===== config.mk =====
export PLATFORM = sky130hd
export DESIGN_NAME = adc_sample_fifo_flat
export DESIGN_NICKNAME = d
export VERILOG_FILES = /design/src/rtl/adc_sample_fifo_if.sv /design/src/rtl/adc_sample_fifo.sv /design/src/flat_wrapper.sv
export SDC_FILE = /design/constraint.sdc
export NUM_CORES = 1
export LEC_CHECK = 0
export CORE_ASPECT_RATIO = 1.5
export CORE_MARGIN = 4
export CORE_UTILIZATION = 54
export CTS_CLUSTER_SIZE = 40
export DETAILED_ROUTE_END_ITERATION = 10
export GPL_TIMING_DRIVEN = 0
export HOLD_SLACK_MARGIN = 0.12
export MAX_ROUTING_LAYER = met4
export PLACE_DENSITY = 0.8
export SLEW_MARGIN = 10
export SYNTH_ARGS = -nofsm -noshare
export SYNTH_HDL_FRONTEND = slang
export SYNTH_SLANG_ARGS = --single-unit
export TNS_END_PERCENT = 5

===== constraint.sdc =====
create_clock -name clk -period 3.1 [get_ports clk]
set_input_delay 0.62 -clock clk [delete_from_list [all_inputs] [get_ports clk]]
set_output_delay 0.62 -clock clk [all_outputs]
set_load 0.005 [all_outputs]

===== src/rtl/adc_sample_fifo_if.sv =====
`default_nettype none
// ============================================================================
//  Module      : adc_sample_fifo_if
//  Description : Valid/ready sample stream from the ADC sample FIFO to the
//                OFDM receive path.
//  Revision    : 1.0 - initial release
// ============================================================================
interface adc_sample_fifo_if;
    logic [9:0] m_data;
    logic       m_valid;
    logic       m_ready;

    modport master (output m_data, output m_valid, input  m_ready);
    modport slave  (input  m_data, input  m_valid, output m_ready);
endinterface
`default_nettype wire


===== src/rtl/adc_sample_fifo.sv =====
`default_nettype none
// ============================================================================
//  Module      : adc_sample_fifo
//  Description : Captures completed mcp3002 conversions, acknowledges each one
//                with clear_available, optionally re-biases the sample to two's
//                complement and buffers it in a first-word fall-through FIFO.
//  Revision    : 1.0 - initial release
// ============================================================================
module adc_sample_fifo #(
    parameter int DEPTH      = 16,
    parameter bit SIGNED_OUT = 1'b1
) (
    input  wire logic                   clk,
    input  wire logic                   rst,
    input  wire logic                   run,
    output logic                        adc_enable,
    input  wire logic [9:0]             adc_data,
    input  wire logic                   adc_available,
    output logic                        adc_clear_available,
    adc_sample_fifo_if.master           m_if,
    output logic [$clog2(DEPTH):0]      level,
    output logic                        overflow,
    input  wire logic                   overflow_clr
);

    localparam int AW = $clog2(DEPTH);
    localparam int PW = AW + 1;

    typedef enum logic [0:0] {
        S_IDLE = 1'b0,
        S_ACK  = 1'b1
    } state_t;

    state_t         state_q, state_d;
    logic           enable_q, enable_d;
    logic           clear_q, clear_d;
    logic           overflow_q, overflow_d;
    logic [PW-1:0]  wr_ptr_q, wr_ptr_d;
    logic [PW-1:0]  rd_ptr_q, rd_ptr_d;
    logic [9:0]     mem_q [DEPTH];

    logic           take;
    logic           push;
    logic           pop;
    logic           empty;
    logic           full;
    logic [9:0]     wr_data_d;

    // Capture handshake: one capture per available pulse, clear held until available drops
    always_comb begin
        state_d = state_q;
        clear_d = clear_q;
        take    = 1'b0;
        case (state_q)
            S_IDLE: begin
                if (adc_available) begin
                    take    = 1'b1;
                    clear_d = 1'b1;
                    state_d = S_ACK;
                end
            end
            S_ACK: begin
                if (!adc_available) begin
                    clear_d = 1'b0;
                    state_d = S_IDLE;
                end else begin
                    clear_d = 1'b1;
                end
            end
            default: begin
                clear_d = 1'b0;
                state_d = S_IDLE;
            end
        endcase
    end

    // FIFO control: a full FIFO still accepts a push when the head leaves in the same cycle
    always_comb begin
        empty      = (wr_ptr_q == rd_ptr_q);
        full       = (wr_ptr_q[AW] != rd_ptr_q[AW]) &&
                     (wr_ptr_q[AW-1:0] == rd_ptr_q[AW-1:0]);
        pop        = !empty && m_if.m_ready;
        push       = take && run && (!full || pop);
        wr_ptr_d   = push ? (wr_ptr_q + PW'(1)) : wr_ptr_q;
        rd_ptr_d   = pop  ? (rd_ptr_q + PW'(1)) : rd_ptr_q;
        enable_d   = run;
        wr_data_d  = SIGNED_OUT ? {~adc_data[9], adc_data[8:0]} : adc_data;
        // A drop in the same cycle as a clear request keeps the flag set
        if (take && run && !push) begin
            overflow_d = 1'b1;
        end else if (overflow_clr) begin
            overflow_d = 1'b0;
        end else begin
            overflow_d = overflow_q;
        end
    end

    // Control state and pointers, all cleared at once by reset
    always_ff @(posedge clk or posedge rst) begin
        if (rst) begin
            state_q    <= S_IDLE;
            enable_q   <= 1'b0;
            clear_q    <= 1'b0;
            overflow_q <= 1'b0;
            wr_ptr_q   <= '0;
            rd_ptr_q   <= '0;
        end else begin
            state_q    <= state_d;
            enable_q   <= enable_d;
            clear_q    <= clear_d;
            overflow_q <= overflow_d;
            wr_ptr_q   <= wr_ptr_d;
            rd_ptr_q   <= rd_ptr_d;
        end
    end

    // Sample storage; contents are meaningless outside the pointer window, so no reset
    always_ff @(posedge clk) begin
        if (push) begin
            mem_q[wr_ptr_q[AW-1:0]] <= wr_data_d;
        end
    end

    assign adc_enable          = enable_q;
    assign adc_clear_available = clear_q;
    assign overflow            = overflow_q;
    assign level               = wr_ptr_q - rd_ptr_q;
    assign m_if.m_valid        = !empty;
    assign m_if.m_data         = mem_q[rd_ptr_q[AW-1:0]];

endmodule
`default_nettype wire

===== src/flat_wrapper.sv =====
// flat-port wrapper written by rule: the top's interface ports become plain ports
module adc_sample_fifo_flat 
#(
    parameter int DEPTH      = 16,
    parameter bit SIGNED_OUT = 1'b1
)
  (clk, rst, run, adc_enable, adc_data, adc_available, adc_clear_available, level, overflow, overflow_clr, m_if_m_data, m_if_m_valid, m_if_m_ready);
  adc_sample_fifo_if m_if_i ();
  input  wire logic clk;
  input  wire logic rst;
  input  wire logic run;
  output logic adc_enable;
  input  wire logic [9:0] adc_data;
  input  wire logic adc_available;
  output logic adc_clear_available;
  output logic [$clog2(DEPTH):0] level;
  output logic overflow;
  input  wire logic overflow_clr;
  output wire logic [$bits(m_if_i.m_data)-1:0] m_if_m_data;
  output wire logic [$bits(m_if_i.m_valid)-1:0] m_if_m_valid;
  input wire logic [$bits(m_if_i.m_ready)-1:0] m_if_m_ready;
  assign m_if_m_data = m_if_i.m_data;
  assign m_if_m_valid = m_if_i.m_valid;
  assign m_if_i.m_ready = m_if_m_ready;
  adc_sample_fifo #(.DEPTH(DEPTH), .SIGNED_OUT(SIGNED_OUT)) u_core (.clk(clk), .rst(rst), .run(run), .adc_enable(adc_enable), .adc_data(adc_data), .adc_available(adc_available), .adc_clear_available(adc_clear_available), .m_if(m_if_i), .level(level), .overflow(overflow), .overflow_clr(overflow_clr));
endmodule

# Word-level counts from Yosys, hierarchy flattened
# Memory sizes are Yosys's and may differ from the RTL's.
# Index checks and enable logic that the tools add are counted.
[op_classes] bitwise=2 add_sub_neg=3 n_reduce_logical=10 n_eq_ne=4 n_mux=8
[op_table] cell="$add 5x1->5 const B" count=2
[op_table] cell="$mux 1" count=7
[op_table] cell="$eq 5x5->1" count=1
[op_table] cell="$logic_and 1x1->1" count=5
[op_table] cell="$sub 5x5->5" count=1
[op_table] cell="$eq 4x4->1" count=1
[op_table] cell="$logic_not 1->1" count=3
[op_table] cell="$ne 2x2->1 const B" count=1
[op_table] cell="$not 1->1" count=2
[op_table] cell="$pmux 1 s2" count=1
[op_table] cell="$reduce_bool 2->1" count=1
[op_table] cell="$logic_or 1x1->1" count=1
[op_table] cell="$ne 1x1->1" count=1
[totals] word_cells=34 output_inout_bits=19 ram_bits=160 memories=1 in_bits=16 reg_bits=14
[mem_list] name="u_core.mem_q" words=16 width=10 read_ports=1 rd_ports_with_merged_regs=0 wr=1 line="adc_sample_fifo.sv:40" rtl="logic [9:0] mem_q [DEPTH];"

# Logic depth before layout (Yosys ltp)
[depth] ltp_word=8 depth_mapped=8 ltp_nobuf=7

# Worst setup path before layout
# No wires, ideal clock.
[synth_timing] path_kind="reg2reg" start="reg u_core.rd_ptr_q[1]" end="mem u_core.mem_q[3][0], enable pin" path_stages_with_launch=9 required_ns=2.710 path_buffers=2 synth_period_minus_slack_ns=3.092 setup_slack_ns=0.008 t_arrival_ns=2.702 setup_ns=0.390 path_cell_list="dfrtp_1 buf_2 clkbuf_1 inv_1 ha_1 and4_1 a31oi_2 nand2_1 nor3_1"
[synth_via] elab_chain_cells=7 word_cells_on_any_way=10 classes_between="eq/ne (2); mux (2); reduce/logical (6)"
[synth_lines] element="start, declared" line="adc_sample_fifo.sv:39" rtl="logic [PW-1:0] rd_ptr_q, rd_ptr_d;"
[synth_lines] element="start signal, assigned" line="adc_sample_fifo.sv:113" rtl="rd_ptr_q <= rd_ptr_d;"
[synth_lines] element="$eq 5x5->1 or $eq 4x4->1 (tied branches)" line="adc_sample_fifo.sv:79, adc_sample_fifo.sv:81"
[synth_lines] element="$logic_not 1->1 or $logic_and 1x1->1 (tied branches)" line="adc_sample_fifo.sv:82, adc_sample_fifo.sv:80"
[synth_lines] element="$logic_and 1x1->1 or $logic_not 1->1 (tied branches)" line="adc_sample_fifo.sv:82, adc_sample_fifo.sv:83"
[synth_lines] element="$logic_or 1x1->1 *" line="adc_sample_fifo.sv:83" rtl="push = take && run && (!full || pop);"
[synth_lines] element="$logic_and 1x1->1 *" line="adc_sample_fifo.sv:83"
[synth_lines] element="$mux 1 *" line="adc_sample_fifo.sv:119" rtl="if (push) begin"
[synth_lines] element="$mux 1 (not written as such) *" line="adc_sample_fifo.sv:120" rtl="mem_q[wr_ptr_q[AW-1:0]] <= wr_data_d;"
[synth_lines] element="end, declared" line="adc_sample_fifo.sv:40"
# Mark *: on every way between the ends. The rest lies on a longest branch, timed or not.

# Final worst setup path
[layout_timing] start="reg u_core.rd_ptr_q[0]" end="out m_if_m_data[2]"
[layout_via] elab_chain_cells=1
[layout_lines] element="$mem_v2 16x10"
[layout_lines] element="end, declared" line="flat_wrapper.sv:19" rtl="output wire logic [$bits(m_if_i.m_data)-1:0] m_if_m_data;"
# Every way passes these cells.

==> results_dict.tcl <==
set metrics [dict create \
    outcome "finished with violations" \
    violations "setup timing" \
    numCtsBuffers 17 \
    cp-startpoint "u_core.rd_ptr_q[0]" \
    synth-seq-area-share 0.732 \
    hold_class "reg -> reg" \
    grt_pass1_wl_um 22100 \
    cp_max_fo 10 \
    setup_ws_ns -0.172 \
    slew_violations 0 \
    syn_avg_cell_area_um2 19.4 \
    finalSetupViolations 9 \
    diodes 0 \
    top_usage_layer "met2" \
    async_reset_ff_frac 0.0805 \
    cts.htree.levels 4 \
    grt_usage 0.214 \
    routedWlPerCell_um 25.0 \
    synth_top_family_by_area "multiplexers" \
    fill_cells 788 \
    cts_tree "yes" \
    irDropWorstVdd_mv 0.409 \
    die_y_um 148 \
    use_met1 0.258 \
    relSlewSlack 0.510 \
    drc_errors 0 \
    min_from "u_core.adc_clear_available" \
    fin_area_um2 8370 \
    vias_per_cell 6.09 \
    drt_wl_total_um 14900 \
    worstPathRequired_ns 2.48 \
    drt_pass1_iterations 5 \
    finalCriticalPeriod_ns 3.27 \
    muxShareOfSynthArea 0.146 \
    post_dp_cell_area_um2 7620 \
    yosys_warnings 0 \
    ys_ff_latch 174 \
    clock-sinks 174 \
    layout-drive-gt1-share 0.233 \
    ios 35 \
    dp.cells 557 \
    hold_viol 0 \
    fin_crit_sh 1.06 \
    grt_max_degree 17 \
    gr-usage-met3 0.0505 \
    synth_ff_type "edfxtp_1" \
    startpoint_type "flip-flop" \
    r2r_start "u_core.rd_ptr_q[1]" \
    path_clk_slew_ns 0.06 \
    r2r_end "u_core.mem_q[14][2]" \
    synthSimpleGateAreaFrac 0.0245 \
    drv_cap 0 \
    seq_area_um2 5150 \
    area_growth_pct 18.9 \
    die_w_um 101 \
    grt_overflow_total 0 \
    rows 50 \
    rsz0062_at_grt "yes" \
    rr_worst_depth 8 \
    cts-root-buf "clkbuf_16" \
    synth_cells 363 \
    synth-compound-area-share 0.0396 \
    clock_skew_ns 0.00627 \
    layout_common_cells "edfxtp_1 (160), clkdlybuf4s50_1 (32), mux2i_1 (30)" \
    multiInputGateArea_um2 1840 \
    synth_xor_area_frac 0.0162 \
    fmax_mhz 306 \
    first_global_vias 3686 \
    start_util 0.557 \
    io_buffers 34 \
    cp-end-kind "primary output" \
    ant_nets 0 \
    tns_ns -0.841 \
    drtIter0Drc 281 \
    min_to "u_core.adc_clear_available" \
    synth_fp_nets 389 \
    clk_path_buf_depth 2 \
    routed-via-count 3616 \
    final_cells 594 \
    final_nets 451 \
    syn-cell-area_um2 7040 \
    cts_hold_buf 0 \
    p_leak_uw 0.00284 \
    regToRegSetupSlack_ns 0.18 \
    synth-edff-count 160 \
    layout_commonest_cell "edfxtp_1" \
    worst_slew_pin_slew_ns 0.733 \
    synth_fa_ha_area_frac 0.0188 \
    gp_congestion 0.907 \
    holdPathStages 1 \
    clkLatencyLatePin_ns 0.42 \
    grtUsageMet2 0.344 \
    core_um2 12600 \
    criticalPathCategory "reg -> out" \
    antenna_found_initial 0 \
    die_area_um2 15000 \
    p_per_area_nw_per_um2 914 \
    post-dp-hpwl_um 9820 \
    crit_arrival_ns 2.65 \
    whs_ns 0.483 \
    synth_cell_types 34 \
]
==> cells by family (layout without fill, tap and decap cells) <==
group | after synthesis | after routing
compound gates | 40 | 40
xor+xnor | 13 | 13
fa+ha+maj | 10 | 10
buf+inv | 30 | 105
flops | 174 | 174
mux | 60 | 60
simple gates | 36 | 36
==> metal layers <==
metal / wire [um] / up-vias
li1: - / 1596
met1: 5720 / 1847
met2: 7750 / 136
met3: 867 / 37
met4: 512 / 0
met5: 0 / -
==> power by group <==
part | switching (uW) | internal [uW] | total [uW]
Sequential | 96.9 | 2690 | 2780
Clock | 860 | 1190 | 2050
Combinational | 1430 | 1390 | 2820
==> through the flow <==
| stage | total power (uW) | utilization | worst slack (ns) |
|---|---|---|---|
| 2_1_floorplan | 4370 | - | 0.00839 |
| 3_3_place_gp | 5370 | 0.599 | -0.986 |
| 3_5_place_dp | 5440 | 0.603 | -0.677 |
| 4_1_cts | 7510 | 0.652 | -0.205 |
| 5_1_grt | 7980 | 0.662 | -0.213 |
| 6_report | 7650 | 0.662 | -0.172 |
==> what timing repair did <==
| action | CTS | global route |
|---|---|---|
| setup buffers | 0 | 5 |
| endpoints found under the setup margin | 175 | 163 |
| pin swaps | 0 | 2 |
| resized for setup | 21 | 22 |
==> critical path: stages, from the launching register on <==
cell and delay [ns]:
dfrtp_1 0.42, buf_6 0.16, and2_2 0.18, clkbuf_2 0.26, a22oi_1 0.36, mux2i_1 0.12
o21ai_1 0.19, clkdlybuf4s50_1 0.54
==> area by class of cell <==
class | instances | area share
buffer | 17 | 0.0160
timing repair buffer | 43 | 0.0504
sequential | 174 | 0.616
multi-input combinational | 159 | 0.220
clock inverter | 13 | 0.0167
tap | 156 | 0.0233
inverter | 13 | 0.00628
clock buffer | 19 | 0.0517
==> synth_stat cells (2+ instances only) <==
cell type | count | share of area
buf_6 | 3 | 0.0048
nand4_1 | 3 | 0.0027
mux4_1 | 13 | 0.049
xor2_1 | 3 | 0.0037
o21ai_0 | 2 | 0.0014
nand2b_1 | 2 | 0.0018
mux4_2 | 17 | 0.054
edfxtp_1 | 160 | 0.68
nor2_1 | 12 | 0.0064
a21o_1 | 3 | 0.0032
a22oi_1 | 10 | 0.011
o21ai_1 | 10 | 0.0071
nand2_1 | 9 | 0.0048
a32oi_1 | 10 | 0.012
nand3_1 | 2 | 0.0014
inv_1 | 13 | 0.0069
ha_1 | 9 | 0.016
dfrtp_1 | 14 | 0.050
clkbuf_1 | 6 | 0.0032
mux2i_1 | 30 | 0.043
buf_2 | 5 | 0.0036
a21oi_1 | 3 | 0.0021
nor3_1 | 4 | 0.0028
xnor2_1 | 10 | 0.012
==> how the worst max path moves through the flow <==
stage	to	slack [ns]	cells past startpoint
2_1_floorplan	u_core.mem_q[3][0]	0.008	8
3_3_place_gp	u_core.mem_q[0][4]	-0.99	8
3_5_place_dp	u_core.mem_q[10][7]	-0.68	8
4_1_cts	level[4]	-0.20	8
5_1_grt	m_if_m_data[7]	-0.21	6
6_report	m_if_m_data[2]	-0.17	7
==> registers in the layout (all words and copies together) (netlist names) <==
| signal | cells |
|---|---|
| u_core.adc_enable | 1 |
| u_core.wr_ptr_q | 5 |
| u_core.adc_clear_available | 1 |
| u_core.overflow | 1 |
| u_core.mem_q | 160 |
| u_core.rd_ptr_q | 5 |
| u_core.state_q | 1 |
Power figures use the tool's default switching activity.
==> patch, RTL diff (same settings) <==
`DEPTH` is set to 16 in 2 places; all go to 32.
--- a/src/rtl/adc_sample_fifo.sv
+++ b/src/rtl/adc_sample_fifo.sv
@@ -7,7 +7,7 @@
 //  Revision    : 1.0 - initial release
 // ============================================================================
 module adc_sample_fifo #(
-    parameter int DEPTH      = 16,
+    parameter int DEPTH      = 32,
     parameter bit SIGNED_OUT = 1'b1
 ) (
     input  wire logic                   clk,
--- a/src/flat_wrapper.sv
+++ b/src/flat_wrapper.sv
@@ -1,7 +1,7 @@
 // flat-port wrapper written by rule: the top's interface ports become plain ports
 module adc_sample_fifo_flat 
 #(
-    parameter int DEPTH      = 16,
+    parameter int DEPTH      = 32,
     parameter bit SIGNED_OUT = 1'b1
 )
   (clk, rst, run, adc_enable, adc_data, adc_available, adc_clear_available, level, overflow, overflow_clr, m_if_m_data, m_if_m_valid, m_if_m_ready);
Ports: changed (resized level); port bits go from 35 to 36. The function was not compared with the original's and may differ.
==> patch against the unedited design <==
  * Critical path type unchanged
  * Die area increased by 80%
  * Area after synthesis increased by 86%
  * Routed wire length increased by 110%
  * Cell area increased by 87%
  * Clock skew increased by 0.011 ns
  * Setup slack got worse by 0.15 ns
  * Total power increased by 85%
  * Sequential power increased by 88%
  * The flow still finishes with violations (setup timing)
  * Count of clock-buffer cells in the layout increased by 19
  * Sequential cell count increased by 162
==> patch: results (changes against the unedited design) <==
place:
  placed_area_sq_mm: 0.01386  # +82%
  dp_slack_ns: -0.6643  # +0.01268 ns
  place_inst: 973  # +75%
  io_buffers: 35  # +2.9%
timing:
  clock-skew-final_ns: 0.01682  # +0.01056 ns
  finalSetupViolCount: 76  # +67
  fin_ws_ns: -0.3221  # -0.1502 ns
drt:
  wl_microns: 31800  # +110%
  vias: 6868  # +90%
  drt_iter0_drc: 1092  # +290%
finish:
  finalNetCount: 717  # +59%
  layout.cells.non_filler: 1032  # +74%
  largest_reg_flops: 320  # +100%
  drive_gt1_frac: 0.3624  # +0.1295
worst_setup_path:
  r2r_start: "u_core.rd_ptr_q[3]"
  r2r_slack_ns: -0.21  # -0.39 ns
  worstReg2RegEnd: "u_core.mem_q[30][7]"
clock_network:
  clkLatencyLatePin_ns: 0.55  # +0.13 ns
status:
  violations: "setup timing"
  status: "finished, violations left"
power_and_ir_drop:
  ir_drop_uv: 550.6  # +34%
global_route:
  grt_pass1_vias: 7020  # +90%
logic_synthesis:
  ys_seq_area_frac: 0.7634  # +0.03091
  synth_enable_flop_cells: 320  # +100%
  ys_top_cells_by_count: "320 x edfxtp_1, 80 x mux4_2, 41 x o22ai_1"
==> patch: what timing repair did <==
item,in CTS,in global routing
pin swaps,4,15
gates resized for setup,93,65
endpoints found under the hold margin,0,0
setup buffers,5,2
setup endpoints to repair,325,315
==> patch: layout make-up <==
type,count,area [sq um]
Clock buffer,38,829.5
Tap cell,319,399.1
Buffer,24,240.2
Multi-Input combinational cell,245,3472
Antenna cell,1,2.502
Fill cell,1479,8187
Inverter,13,61.31
Sequential cell,336,10010
Clock inverter,14,210.2
Timing Repair Buffer,42,414.1
==> patch: worst max-delay path: stages (launching register included) <==
cell and delay [ns]:
dfrtp_1 0.42, buf_8 0.21, buf_6 0.21, mux4_2 0.58, o22ai_4 0.25, nor4_2 0.10
clkdlybuf4s50_1 0.47
==> patch: kinds of logic (layout without fill, tap and decap cells) <==
logic type	after synthesis	in the layout	synth area share
adders and majority gates	11	11	0.01107
DFF	336	336	0.7634
AOI/OAI and AO/OA	53	53	0.02748
and+or+nand+nor	87	87	0.03388
buffers and inverters	38	131	0.01689
xor gates and xnor gates	14	14	0.009924
muxes	80	80	0.1374
other	0	1	0
==> patch: layer usage <==
layer / routed length, microns / GRT usage / share of wire / up-vias
li1: - / - / - / 2745
met1: 11210 / 0.2991 / 0.35 / 3530
met2: 16750 / 0.4010 / 0.53 / 492
met3: 2407 / 0.03315 / 0.076 / 101
met4: 1432 / 0.09600 / 0.045 / 0
met5: 0 / - / 0 / -
==> patch: power groups by stage <==
stage | clock, mW | combinational (mW) | sequential, mW
floorplan | 0 | 2.64 | 5.25
global placement | 0 | 4.10 | 5.28
detailed placement | 0 | 4.21 | 5.29
CTS | 3.90 | 4.70 | 5.22
global route | 4.12 | 5.30 | 5.24
finish | 3.90 | 5.06 | 5.24
